**src/rtl/rst_sequencer_pkg.sv**
```systemverilog
// Shared types and sizing helper for the board-level reset sequencer.
package rst_sequencer_pkg;

  // Sequencer states; every 2-bit code is named, the default arm still
  // steers anything unexpected back to the MMCM reset pulse.
  typedef enum logic [1:0] {
    S_MMCM_RST  = 2'd0,
    S_WAIT_LOCK = 2'd1,
    S_RELEASE   = 2'd2,
    S_RUN       = 2'd3
  } state_t;

  // Width of the single shared sequencing counter: enough for the largest
  // interval it has to measure, plus one bit of headroom.
  function automatic int cnt_width(input int a, input int b, input int c);
    int m;
    m = a;
    if (b > m) m = b;
    if (c > m) m = c;
    return $clog2(m) + 1;
  endfunction

endpackage

```
**src/rtl/rst_sequencer_btn_debounce.sv**
```systemverilog
// Push-button conditioner: 2-FF synchroniser, stability counter and
// polarity normalisation. btn_db is active-high regardless of button wiring.
module btn_debounce #(
  parameter int   P_DEBOUNCE     = 100000,
  parameter logic P_BTN_POLARITY = 1'b1
) (
  input  logic i_sclk,
  input  logic i_arst_n,
  input  logic i_btn_rst,
  output logic btn_db
);

  localparam int             C_W    = $clog2(P_DEBOUNCE) + 1;
  localparam logic [C_W-1:0] C_LAST = C_W'(P_DEBOUNCE - 1);
  localparam logic [C_W-1:0] C_ONE  = C_W'(1);

  logic           btn_meta_reg;
  logic           btn_sync_reg;
  logic           btn_act;
  logic           btn_db_reg;
  logic [C_W-1:0] stab_cnt_reg;

  // Bring the raw button into i_sclk; flops park at the released level.
  always_ff @(posedge i_sclk or negedge i_arst_n) begin
    if (!i_arst_n) begin
      btn_meta_reg <= ~P_BTN_POLARITY;
      btn_sync_reg <= ~P_BTN_POLARITY;
    end else begin
      btn_meta_reg <= i_btn_rst;
      btn_sync_reg <= btn_meta_reg;
    end
  end

  assign btn_act = (btn_sync_reg == P_BTN_POLARITY);

  // Accept a change only after it has persisted for P_DEBOUNCE cycles;
  // any return to the accepted level restarts the count.
  always_ff @(posedge i_sclk or negedge i_arst_n) begin
    if (!i_arst_n) begin
      btn_db_reg   <= 1'b0;
      stab_cnt_reg <= '0;
    end else if (btn_act != btn_db_reg) begin
      if (stab_cnt_reg == C_LAST) begin
        btn_db_reg   <= btn_act;
        stab_cnt_reg <= '0;
      end else begin
        stab_cnt_reg <= stab_cnt_reg + C_ONE;
      end
    end else begin
      stab_cnt_reg <= '0;
    end
  end

  assign btn_db = btn_db_reg;

endmodule

```
**src/rtl/rst_sequencer.sv**
```systemverilog
// Board-level reset sequencer: pulses the MMCM reset, waits for lock, then
// releases the domain resets one at a time. Button or lock loss restarts.
module rst_sequencer
  import rst_sequencer_pkg::*;
#(
  parameter int   P_NUM_OUT         = 3,
  parameter int   P_MMCM_RST_CYCLES = 16,
  parameter int   P_LOCK_TIMEOUT    = 65536,
  parameter int   P_STAGGER         = 16,
  parameter int   P_DEBOUNCE        = 100000,
  parameter logic P_BTN_POLARITY    = 1'b1,
  parameter logic P_OUT_POLARITY    = 1'b1
) (
  input  logic                 i_sclk,
  input  logic                 i_arst_n,
  input  logic                 i_btn_rst,
  input  logic                 i_locked,
  output logic                 o_mmcm_rst,
  output logic [P_NUM_OUT-1:0] o_rst,
  output logic                 o_ready,
  output logic [7:0]           o_fail_cnt
);

  localparam int               CNT_W       = cnt_width(P_MMCM_RST_CYCLES, P_LOCK_TIMEOUT,
                                                       P_STAGGER * P_NUM_OUT);
  localparam logic [CNT_W-1:0] C_ONE       = CNT_W'(1);
  localparam logic [CNT_W-1:0] C_MMCM_LAST = CNT_W'(P_MMCM_RST_CYCLES - 1);
  localparam logic [CNT_W-1:0] C_LOCK_LAST = CNT_W'(P_LOCK_TIMEOUT - 1);
  localparam logic [CNT_W-1:0] C_REL_LAST  = CNT_W'(P_STAGGER * P_NUM_OUT - 1);

  state_t               state_reg;
  state_t               state_next;
  logic [CNT_W-1:0]     cnt_reg;
  logic [CNT_W-1:0]     cnt_next;
  logic [7:0]           fail_cnt_reg;
  logic [7:0]           fail_cnt_next;
  logic                 lock_meta_reg;
  logic                 lock_s;
  logic                 btn_db;
  logic                 abort;
  logic                 mmcm_act_next;
  logic                 ready_next;
  logic [P_NUM_OUT-1:0] rst_act_next;
  logic                 mmcm_rst_reg;
  logic [P_NUM_OUT-1:0] rst_reg;
  logic                 ready_reg;

  // Two-flop synchroniser for the MMCM lock indication.
  always_ff @(posedge i_sclk or negedge i_arst_n) begin
    if (!i_arst_n) begin
      lock_meta_reg <= 1'b0;
      lock_s        <= 1'b0;
    end else begin
      lock_meta_reg <= i_locked;
      lock_s        <= lock_meta_reg;
    end
  end

  btn_debounce #(
    .P_DEBOUNCE     (P_DEBOUNCE),
    .P_BTN_POLARITY (P_BTN_POLARITY)
  ) u_btn_debounce (
    .i_sclk    (i_sclk),
    .i_arst_n  (i_arst_n),
    .i_btn_rst (i_btn_rst),
    .btn_db    (btn_db)
  );

  // Lock loss and button share one restart path once outputs are releasing.
  assign abort = !lock_s || btn_db;

  // State, counter, fail count and registered outputs.
  always_ff @(posedge i_sclk or negedge i_arst_n) begin
    if (!i_arst_n) begin
      state_reg    <= S_MMCM_RST;
      cnt_reg      <= '0;
      fail_cnt_reg <= '0;
      mmcm_rst_reg <= P_OUT_POLARITY;
      rst_reg      <= {P_NUM_OUT{P_OUT_POLARITY}};
      ready_reg    <= 1'b0;
    end else begin
      state_reg    <= state_next;
      cnt_reg      <= cnt_next;
      fail_cnt_reg <= fail_cnt_next;
      mmcm_rst_reg <= mmcm_act_next ~^ P_OUT_POLARITY;
      rst_reg      <= rst_act_next ~^ {P_NUM_OUT{P_OUT_POLARITY}};
      ready_reg    <= ready_next;
    end
  end

  // Next-state and counter decisions.
  always_comb begin
    state_next    = state_reg;
    cnt_next      = cnt_reg;
    fail_cnt_next = fail_cnt_reg;
    case (state_reg)
      S_MMCM_RST: begin
        if (btn_db) begin
          cnt_next = '0;
        end else if (cnt_reg == C_MMCM_LAST) begin
          state_next = S_WAIT_LOCK;
          cnt_next   = '0;
        end else begin
          cnt_next = cnt_reg + C_ONE;
        end
      end
      S_WAIT_LOCK: begin
        if (btn_db) begin
          state_next = S_MMCM_RST;
          cnt_next   = '0;
        end else if (lock_s) begin
          state_next = S_RELEASE;
          cnt_next   = '0;
        end else if (cnt_reg == C_LOCK_LAST) begin
          state_next    = S_MMCM_RST;
          cnt_next      = '0;
          fail_cnt_next = (fail_cnt_reg == 8'hFF) ? 8'hFF : fail_cnt_reg + 8'd1;
        end else begin
          cnt_next = cnt_reg + C_ONE;
        end
      end
      S_RELEASE: begin
        if (abort) begin
          state_next = S_MMCM_RST;
          cnt_next   = '0;
        end else if (cnt_reg == C_REL_LAST) begin
          state_next = S_RUN;
          cnt_next   = '0;
        end else begin
          cnt_next = cnt_reg + C_ONE;
        end
      end
      S_RUN: begin
        if (abort) begin
          state_next = S_MMCM_RST;
          cnt_next   = '0;
        end
      end
      default: begin
        state_next = S_MMCM_RST;
        cnt_next   = '0;
      end
    endcase
  end

  // Output decode from the upcoming state, ahead of the output registers.
  always_comb begin
    mmcm_act_next = (state_next == S_MMCM_RST);
    ready_next    = (state_next == S_RUN);
  end

  // Bit k stays released once the counter has passed its slot; outside
  // S_RELEASE/S_RUN every bit is held, so re-assertion is always all at once.
  genvar gi;
  generate
    for (gi = 0; gi < P_NUM_OUT; gi++) begin : g_rel
      localparam logic [CNT_W-1:0] C_THR = CNT_W'(P_STAGGER * (gi + 1));
      assign rst_act_next[gi] = !((state_next == S_RUN) ||
                                  ((state_next == S_RELEASE) && (cnt_next >= C_THR)));
    end
  endgenerate

  assign o_mmcm_rst = mmcm_rst_reg;
  assign o_rst      = rst_reg;
  assign o_ready    = ready_reg;
  assign o_fail_cnt = fail_cnt_reg;

endmodule
```
**config.mk**
```make
export PLATFORM = sky130hd
export DESIGN_NAME = rst_sequencer
export DESIGN_NICKNAME = d
export VERILOG_FILES = /design/src/rtl/rst_sequencer_pkg.sv /design/src/rtl/rst_sequencer_btn_debounce.sv /design/src/rtl/rst_sequencer.sv
export SDC_FILE = /design/constraint.sdc
export NUM_CORES = 1
export LEC_CHECK = 0
export ABC_AREA = 1
export BUFFER_PORTS_ARGS = -buffer_cell sky130_fd_sc_hd__buf_4
export CAP_MARGIN = 20
export CORE_MARGIN = 2
export CORE_UTILIZATION = 55
export CTS_CLUSTER_DIAMETER = 60
export DETAILED_ROUTE_END_ITERATION = 6
export PLACE_DENSITY = 0.76
export SLEW_MARGIN = 40
export SYNTH_ARGS = -nofsm -noshare
export SYNTH_HDL_FRONTEND = slang
export SYNTH_SLANG_ARGS = --single-unit
```
**constraint.sdc**
```tcl
create_clock -name i_sclk -period 2.4 [get_ports i_sclk]
set_input_delay 0.6 -clock i_sclk [delete_from_list [all_inputs] [get_ports i_sclk]]
set_output_delay 0.6 -clock i_sclk [all_outputs]
set_load 0.01 [all_outputs]
```
* Word level (Yosys, flattened, before mapping)
Index checks and enable logic that the tools add are counted.
** Storage, ports and cells
- Input port bits :: 4
- Output and inout port bits :: 13
- Bits in registers :: 55
** Operators by class
- Order comparisons :: 3
- Bitwise operators :: 2
- Reductions and logical operators :: 15
- Mux-type cells :: 21
- Eq/ne operators :: 11
- Add/sub/neg operators :: 3
** Operator list (number)
- 17-bit two-way mux :: 8
- 17-bit case mux with 4 select lines :: 1
- 18-bit two-way mux :: 2
- 17-bit by 6-bit >= comparator with 1-bit output (second input constant) :: 2
- 18-bit by 1-bit adder with 18-bit output (second input constant) :: 1
- 18-bit by 17-bit == test with 1-bit output (second input constant) :: 1
- 17-bit by 1-bit adder with 17-bit output (second input constant) :: 1
- 17-bit by 16-bit == test with 1-bit output (second input constant) :: 1
- 17-bit by 4-bit == test with 1-bit output (second input constant) :: 1
- 17-bit by 6-bit == test with 1-bit output (second input constant) :: 1
- 17-bit by 5-bit >= comparator with 1-bit output (second input constant) :: 1
- 2-bit two-way mux :: 8
- 8-bit by 1-bit adder with 8-bit output (second input constant) :: 1
- 2-bit == test (second input constant) :: 4
- 8-bit == test (second input constant) :: 1
- 8-bit two-way mux :: 1
- 2-bit case mux with 4 select lines :: 1
- 1-bit zero test :: 4
- 2-bit zero test :: 2
- 1-bit logical OR :: 4
- 4-bit AND reduction :: 1
- 1-bit logical AND :: 3
- 2-bit by 1-bit == test with 1-bit output (second input constant) :: 1
- 1-bit NOT :: 2
- 2 further kinds :: 2

* Logic depth before layout (Yosys ltp)
Gate-level depths: netlist of run 1.
- Depth in word-level cells :: 9
- Mapped depth :: 18
- Gate-level depth less buffers :: 18

* By module
From an unflattened synthesis of run 1, not the netlist that was laid out.
** Unflattened totals
- Cells, all modules :: 414
- Area total of the unflattened synthesis :: 3124.2 um^2
** Modules (own cells, without submodules)
- rst_sequencer :: cells each 274, sequential area each 855.8 um^2, times used 1, area each 2031.9 um^2
- btn_debounce :: cells each 140, sequential area each 525.5 um^2, times used 1, area each 1092.3 um^2

* Least setup slack after synthesis of run 1
No wires, ideal clock.
- Kind :: flip-flop to flip-flop
- Start :: register cnt_reg[1]
- End :: register rst_reg[0], in the netlist o_rst[0]
- Data arrival time :: 2.305 ns
- Period minus slack after synthesis :: 2.365 ns
- Required time :: 2.339 ns
- Setup slack :: 0.035 ns
- Cell stages (with the launch flop) :: 19
- Setup time :: 0.061 ns
- Buffers on the path :: 0
- Path through :: dfrtp_1 ha_1 nand2_2 nor3_4 nand2_1 nor3_1 nand2_1 nor3_1 ha_1 inv_1 nand2_2 nand3_4 nand2_2 nand2_2 nor2_2 nand2_2 nor2_4 nand2_1 nand2_1
** Between the ends
- Cells in the longest elaborated chain, start to end :: 9
** Ends and longest elaborated chain
- start, declared :: line rst_sequencer.sv:33 : logic [CNT_W-1:0] cnt_reg;
- start signal, assigned :: line rst_sequencer.sv:83 : cnt_reg <= cnt_next;
- 17-bit by 1-bit adder with 17-bit output / 17-bit by 16-bit == test with 1-bit output (equally long branches)
- 17-bit two-way mux :: line rst_sequencer.sv:114 : end else if (cnt_reg == C_LOCK_LAST) begin
- 17-bit two-way mux :: line rst_sequencer.sv:111 : end else if (lock_s) begin
- 17-bit two-way mux :: line rst_sequencer.sv:108 : if (btn_db) begin
- 17-bit case mux with 4 select lines * :: line rst_sequencer.sv:96 : case (state_reg)
- named net cnt_next[15] :: line rst_sequencer.sv:34 : logic [CNT_W-1:0] cnt_next;
- 17-bit by 5-bit >= comparator with 1-bit output * :: line rst_sequencer.sv:159 : ((state_next == S_RELEASE) && (cnt_next >= C_THR)));
- 1-bit logical AND * :: line rst_sequencer.sv:159
- 1-bit logical OR * :: line rst_sequencer.sv:158 : assign rst_act_next[gi] = !((state_next == S_RUN) ||
- 1-bit zero test * :: line rst_sequencer.sv:158
- named net rst_act_next[0] :: line rst_sequencer.sv:43 : logic [P_NUM_OUT-1:0] rst_act_next;
- end signal, assigned :: line rst_sequencer.sv:79 : rst_reg <= {P_NUM_OUT{P_OUT_POLARITY}};
- end signal, assigned :: line rst_sequencer.sv:86 : rst_reg <= rst_act_next ~^ {P_NUM_OUT{P_OUT_POLARITY}};
- end, declared :: line rst_sequencer.sv:45 : logic [P_NUM_OUT-1:0] rst_reg;
Mark *: on every way through the listed nets, which the timed path passes. The rest lies on a longest branch.
A chain may end at the register's enable or synchronous reset.

* Final worst setup path of run 1
- Start :: register cnt_reg[0]
- End :: register rst_reg[1], in the netlist o_rst[1]
** Between the ends
- Cells in the longest elaborated chain, start to end :: 9
** Ends and longest elaborated chain (line)
- 17-bit by 1-bit adder with 17-bit output / 17-bit by 16-bit == test with 1-bit output (equally long branches)
- 17-bit two-way mux :: rst_sequencer.sv:114
- 17-bit two-way mux :: rst_sequencer.sv:111
- 17-bit two-way mux :: rst_sequencer.sv:108
- 17-bit case mux with 4 select lines * :: rst_sequencer.sv:96
- named net cnt_next[10] :: rst_sequencer.sv:34
- 17-bit by 6-bit >= comparator with 1-bit output * :: rst_sequencer.sv:159
- 1-bit logical AND * :: rst_sequencer.sv:159
- 1-bit logical OR * :: rst_sequencer.sv:158
- 1-bit zero test * :: rst_sequencer.sv:158
- named net rst_act_next[1] :: rst_sequencer.sv:43
Marked as above.

==> results of run 1 <==
==> synth_stat cells, drive strengths merged <==
master / count / area, um^2
nand2: 118 / 483.0
nor2: 71 / 329.1
dfrtp: 51 / 1276
inv: 51 / 191.4
nand3: 21 / 137.6
o21ai: 12 / 67.56
xor2: 11 / 96.34
a21oi: 10 / 50.05
nor3: 9 / 61.31
nand4: 6 / 37.54
ha: 5 / 62.56
xnor2: 5 / 43.79
dfstp: 4 / 105.1
nor4: 3 / 25.02
a22oi: 2 / 15.01
buf: 2 / 12.51
nor3b: 2 / 15.01
o21bai: 2 / 15.01
or2: 2 / 12.51
a22o: 1 / 8.760
and2: 1 / 6.260
mux2: 1 / 11.26
o211ai: 1 / 7.510
o21a: 1 / 7.510
o22ai: 1 / 6.260
o32a: 1 / 10.01
or3: 1 / 6.260
==> metal layers <==
metal	up-vias	track usage, %	part of all wire [%]
met5	-	0	0
met4	0	10.86	2.3
met3	15	4.205	3.6
met2	57	40.42	50
met1	1278	29.42	44
li1	1350	-	-
==> metrics by stage <==
stage / setup TNS, ns / hold WS (ns) / util (%) / setup slack (ns)
floorplan: 0 / 0.3044 / - / 0.03464
global placement: -0.2716 / 0.3398 / 63.56 / -0.09098
detailed placement: -0.5001 / 0.3347 / 63.56 / -0.1802
CTS: -0.03343 / 0.3506 / 67.49 / -0.02352
global route: -1.646 / 0.3715 / 70.00 / -0.2378
finish: -0.04578 / 0.3324 / 70.00 / -0.01629
==> worst max path at each step <==
| stage | from | to | slack [ns] |
|---|---|---|---|
| 5_1_grt | cnt_reg[0] | o_rst[1] | -0.24 |
| 2_1_floorplan | cnt_reg[1] | o_rst[0] | 0.03 |
| 6_report | cnt_reg[0] | o_rst[1] | -0.02 |
| 4_1_cts | cnt_reg[0] | o_rst[1] | -0.02 |
| 3_5_place_dp | cnt_reg[1] | o_rst[1] | -0.18 |
| 3_3_place_gp | cnt_reg[0] | o_rst[0] | -0.09 |
==> cells in the final DEF, fill, tap and decap left out, types with 4 or more instances in the layout <==
cell and instances:
nand3_2 7, o21ai_2 4, nor3_1 5, buf_6 4, buf_4 44, nor2_1 52, inv_2 6, nand2_1 98
dfstp_2 4, nand4_1 6, nor2_2 11, inv_1 44, nand2_2 17, xor2_1 10, nor2_4 8, xnor2_1 4
a21oi_1 10, clkbuf_8 5, o21ai_0 5, dfrtp_1 51, nand3_1 12
==> what timing repair did <==
action                                  in CTS  in global routing
resized for setup                           10                 30
hold buffers                                 0                  0
pin swaps                                    3                  7
endpoints found under the setup margin       3                 12
gates cloned                                 1                  0
setup buffers                                4                  5
==> cell type report <==
class,count,area share (%)
Clock buffer,6,1.894
Tap cell,72,2.351
Clock inverter,2,1.568
Timing Repair Buffer,48,9.798
Multi-Input combinational cell,288,43.27
Inverter,51,5.062
Sequential cell,55,36.05
==> kinds of logic (layout without fill, tap and decap cells) <==
group | Yosys count | after routing | synth area share [%]
XOR/XNOR | 16 | 16 | 4.520
multiplexers | 1 | 1 | 0.3632
buffers and inverters | 53 | 107 | 6.578
AND/OR/NAND/NOR | 234 | 235 | 35.92
flip-flops | 55 | 55 | 44.55
AO/OA/AOI/OAI | 31 | 31 | 6.053
adder cells (fa/ha/maj) | 5 | 5 | 2.018
==> power by group <==
| part | switching, mW | total [mW] | internal, mW | leakage (nW) |
|---|---|---|---|---|
| Combinational | 0.505 | 0.890 | 0.385 | 1.03 |
| Clock | 0.295 | 0.713 | 0.417 | 0.0654 |
| Sequential | 0.0640 | 1.07 | 1.01 | 0.734 |
| Total | 0.864 | 2.67 | 1.81 | 1.83 |
==> run_results.csv, run 1 <==
group,metric,value,unit
setup_path,r2r-end,"o_rst[1]",
synthesis,syn_area_per_cell,7.849,um^2
detailed_routing,drc,0,
final_layout,largest_reg_flops,18,
die,core_area,5473,um^2
setup_path,cp.required,2.65,ns
die,rows,27,
clocking,numClockSinks,55,
final_layout,fin_nets,458,
grt,grt.total_usage,23.75,%
setup_path,crit_family,"simple AND/OR/NAND/NOR gates",
detailed_routing,drt_iter0_markers,120,
die,die_w,79.08,um
die,pin_count,17,
clocking,clockBufferDepth,2,
die,start_util,56.65,%
pwr,ir_worst_vdd,605.1,uV
final_layout,antenna_cells,0,
pwr,p_leak,1.832,nW
timing,finalWorstSetupSlack,-0.01629,ns
die,die_h,79.08,um
detailed_routing,wirelength,6.919,mm
setup_path,cp_num_cells,18,
detailed_routing,via_count,2700,
synthesis,ys_types,39,
detailed_routing,detail-route-antenna-nets,0,
setup_path,reg2reg_slack,-0.02,ns
final_layout,fillers,439,
setup_path,cp.arrival,2.67,ns
flow_run,drv_cap,0,
timing,fin_crit_sh,100.7,%
outcome,violations,"negative setup slack",
place,gp_congestion,0.9906,
clocking,numCtsBuffers,5,
pwr,power.density,698.2,nW/um^2
place,placed_cell_area,3478,um^2
setup_path,slowest_stage,"dfrtp_1",
detailed_routing,routedWlPerCell,13.25,um
timing,rsz0062_at_grt,"true",
timing,fmax,413.9,MHz
timing,finalHoldViolations,0,
timing,finalClockSkew,0.01081,ns
grt,gr-total-overflow,0,
setup_path,worstRegToRegCells,18,
timing,timing.slew.headroom,48.29,%
clocking,cts_max_level,2,
timing,worst_pin_slew,0.7698,ns
place,hpwl,5.037,mm
timing,finalSetupViolCount,4,
final_layout,area.sequential,1381,um^2
clocking,clockRootBuffer,"clkbuf_8",
final_layout,final_cell_area,3831,um^2
detailed_routing,drt-vias-per-instance,5.172,
setup_path,timing.critical_path.fanout_max,5,
clocking,clock_latency,0.31,ns
clocking,clkTransAtPathRegs,0.10,ns
grt,grt_pass1_vias,2726,
grt,grt_pass1_wl,11.82,mm
setup_path,path_cells,"ha_4 -> nand2_4 -> nor3_4 -> nand2_2 -> nor3_2 -> nand2_1 -> nor3_2 -> ha_2 -> inv_2 -> nand2_4 -> nand3_4 -> nand2_1 -> nand2_1 -> nor2_1 -> nand2_1 -> nor2_4 -> nand2_1 -> nand2_1",
final_layout,area_growth,23.57,%
setup_path,max_stage_delay,0.42,ns
setup_path,crit_buf_inv,1,
synthesis,yosys_warnings,0,
die,fp.dieArea,6254,um^2
setup_path,path_common_cell,"nand2_1",
outcome,status,"complete, but fails checks",
final_layout,fin_cells,522,
clocking,cts_tree,"done",
place,dp.cells,505,
synthesis,synthCells,395,
synthesis,ys_seq_area_share,44.55,%
synthesis,syn_area,3100,um^2
hold_path,hp-class,"in -> async",
synthesis,ys_ff_latch,55,
setup_path,worstReg2RegStart,"cnt_reg[0]",
grt,antenna_found_initial,0,
setup_path,worst-setup-path-type,"reg -> reg",
grt,grt_max_degree,56,
final_layout,drive_above_1_share,29.11,%
timing,drv_slew,0,
setup_path,startpoint_type,"register",
timing,fin_crit,2.416,ns
setup_path,end_kind,"register",
synthesis,syn_nets,404,
pwr,finalPower,2.675,mW
place,port-buffer-count,16,
final_layout,multiInputGateArea,1658,um^2
detailed_routing,first_pass_iters,4,
Note: power is estimated with default switching activity, not from simulation.
==> run 2, diff against run 1 <==
--- a/config.mk
+++ b/config.mk
@@ -10,6 +10,7 @@
 export CAP_MARGIN = 20
 export CORE_MARGIN = 2
 export CORE_UTILIZATION = 55
+export CTS_BUF_LIST = sky130_fd_sc_hd__clkbuf_8
 export CTS_CLUSTER_DIAMETER = 60
 export DETAILED_ROUTE_END_ITERATION = 6
 export PLACE_DENSITY = 0.76
==> run 2 against run 1 <==
  * The flow still finishes with violations (negative setup slack)
  * Flip-flop and latch count stayed put
  * Routed wire length hardly changed
  * Combinational power hardly changed
  * Design area stayed put
  * Sequential power hardly changed
  * Critical path depth stayed put
  * Power is 0.10% lower
  * Critical endpoint unchanged
==> run_results.csv, run 2 (synthesis results as in run 1) <==
group,metric,value,unit
clocking,clockBufferDepth,2,
die,die_w,79.08,um
final_layout,final_common_cell,"nand2_1",
grt,top_usage_layer,"met2",
timing,finalSetupViolCount,4,
setup_path,worst-setup-path-type,"reg -> reg",
grt,met2_usage,40.42,%
final_layout,fin_nets,458,
timing,finalHoldViolations,0,
grt,grt_use_met3,4.205,%
grt,gr-total-overflow,0,
clocking,cts_hold_buffers,0,
setup_path,worstRegToRegCells,18,
timing,worst_pin_slew,0.7696,ns
detailed_routing,routedWlPerCell,13.27,um
final_layout,largest_reg_flops,18,
setup_path,startpoint_type,"register",
setup_path,worstReg2RegStart,"cnt_reg[0]",
grt,grt.total_usage,23.75,%
clocking,clkTransAtPathRegs,0.10,ns
clocking,cts_max_level,2,
timing,hold_slack,0.3324,ns
grt,met1_usage,29.42,%
pwr,power.density,697.5,nW/um^2
final_layout,area_growth,23.57,%
timing,finalWorstSetupSlack,-0.01596,ns
final_layout,area.sequential,1381,um^2
final_layout,multiInputGateArea,1658,um^2
grt,antenna_found_initial,0,
final_layout,drive_above_1_share,29.11,%
timing,fmax,413.9,MHz
flow_run,drv_cap,0,
die,pin_count,17,
detailed_routing,via_count,2695,
timing,timing.slew.headroom,48.30,%
detailed_routing,drt-vias-per-instance,5.163,
pwr,ir_worst_vdd,605.1,uV
grt,grt_max_degree,56,
timing,fin_crit_sh,100.7,%
setup_path,cp.required,2.66,ns
detailed_routing,drt_iter0_markers,120,
final_layout,fillers,439,
die,die_h,79.08,um
place,dp_slack,-0.1802,ns
setup_path,startpoint,"cnt_reg[0]",
timing,drv_slew,0,
clocking,clock_latency,0.31,ns
place,placed_cell_area,3478,um^2
final_layout,antenna_cells,0,
clocking,clockRootBuffer,"clkbuf_8",
outcome,violations,"negative setup slack",
timing,fin_tns_setup,-0.04716,ns
grt,grt_pass1_vias,2726,
setup_path,timing.critical_path.fanout_max,5,
timing,finalClockSkew,0.01188,ns
die,fp.dieArea,6254,um^2
grt,grt_pass1_wl,11.82,mm
detailed_routing,first_pass_iters,4,
setup_path,end_kind,"register",
die,core_area,5473,um^2
clocking,numClockSinks,55,
detailed_routing,wirelength,6.925,mm
place,gp_congestion,0.9906,
detailed_routing,detail-route-antenna-nets,0,
outcome,status,"complete, but fails checks",
setup_path,cp.arrival,2.67,ns
pwr,p_leak,1.836,nW
hold_path,hp-class,"in -> async",
final_layout,layout_common_cells,"98 x nand2_1, 52 x nor2_1, 51 x dfrtp_1",
timing,fin_crit,2.416,ns
die,rows,27,
detailed_routing,drc,0,
place,hpwl,5.037,mm
pwr,finalPower,2.672,mW
final_layout,final_cell_area,3831,um^2
die,start_util,56.65,%
clocking,cts_tree,"done",
timing,rsz0062_at_grt,"true",
place,port-buffer-count,16,
clocking,numCtsBuffers,5,
-- run 2: routing by layer --
metal | routed length [um] | vias to the layer above
met2 | 3470 | 57
li1 | - | 1348
met3 | 248 | 15
met4 | 161 | 0
met1 | 3044 | 1275
met5 | 0 | -
-- run 2: power by group --
group          internal (mW)  total, mW  switching [mW]
Clock                  0.413      0.709           0.296
Sequential              1.01       1.07          0.0640
Combinational          0.385      0.890           0.505
-- run 2: through the flow --
stage | cells | util, %
4_1_cts | 518 | 67.49
3_3_place_gp | 505 | 63.56
5_1_grt | 522 | 70.00
3_5_place_dp | 505 | 63.56
6_report | 522 | 70.00
2_1_floorplan | 395 | -
-- run 2: final cells by class --
class	instances	share of cell area (%)
clock buffers	5	1.796
clock inverters	3	1.666
inverters	51	5.062
multi-input cells	288	43.27
flip-flops and latches	55	36.05
well taps	72	2.351
repair buffers	48	9.798
-- run 2: worst max-delay path, stage by stage (launching register included) --
cell	delay (ns)
dfrtp_1	0.42
ha_4	0.17
nand2_4	0.06
nor3_4	0.18
nand2_2	0.08
nor3_2	0.10
nand2_1	0.07
nor3_2	0.15
ha_2	0.23
inv_2	0.05
nand2_4	0.10
nand3_4	0.11
nand2_1	0.09
nand2_1	0.07
nor2_1	0.13
nand2_1	0.10
nor2_4	0.12
nand2_1	0.07
nand2_1	0.07
-- run 2: path summary, 6_finish.rpt --
path / slack (ns) / endpoint
min in group i_sclk: 0.35 / u_btn_debounce.btn_act
hold reg to reg: 0.35 / u_btn_debounce.btn_act
hold / removal: 0.33 / u_btn_debounce.stab_cnt_reg[10]
setup reg to reg: -0.02 / o_rst[1]
max in group asynchronous: 1.60 / cnt_reg[0]
setup / recovery: -0.02 / o_rst[1]
-- run 2: what timing repair did --
item,CTS,global route
setup buffers,4,5
setup endpoints to repair,3,12
pin swaps,3,7
resized for setup,10,30
gates cloned,1,0
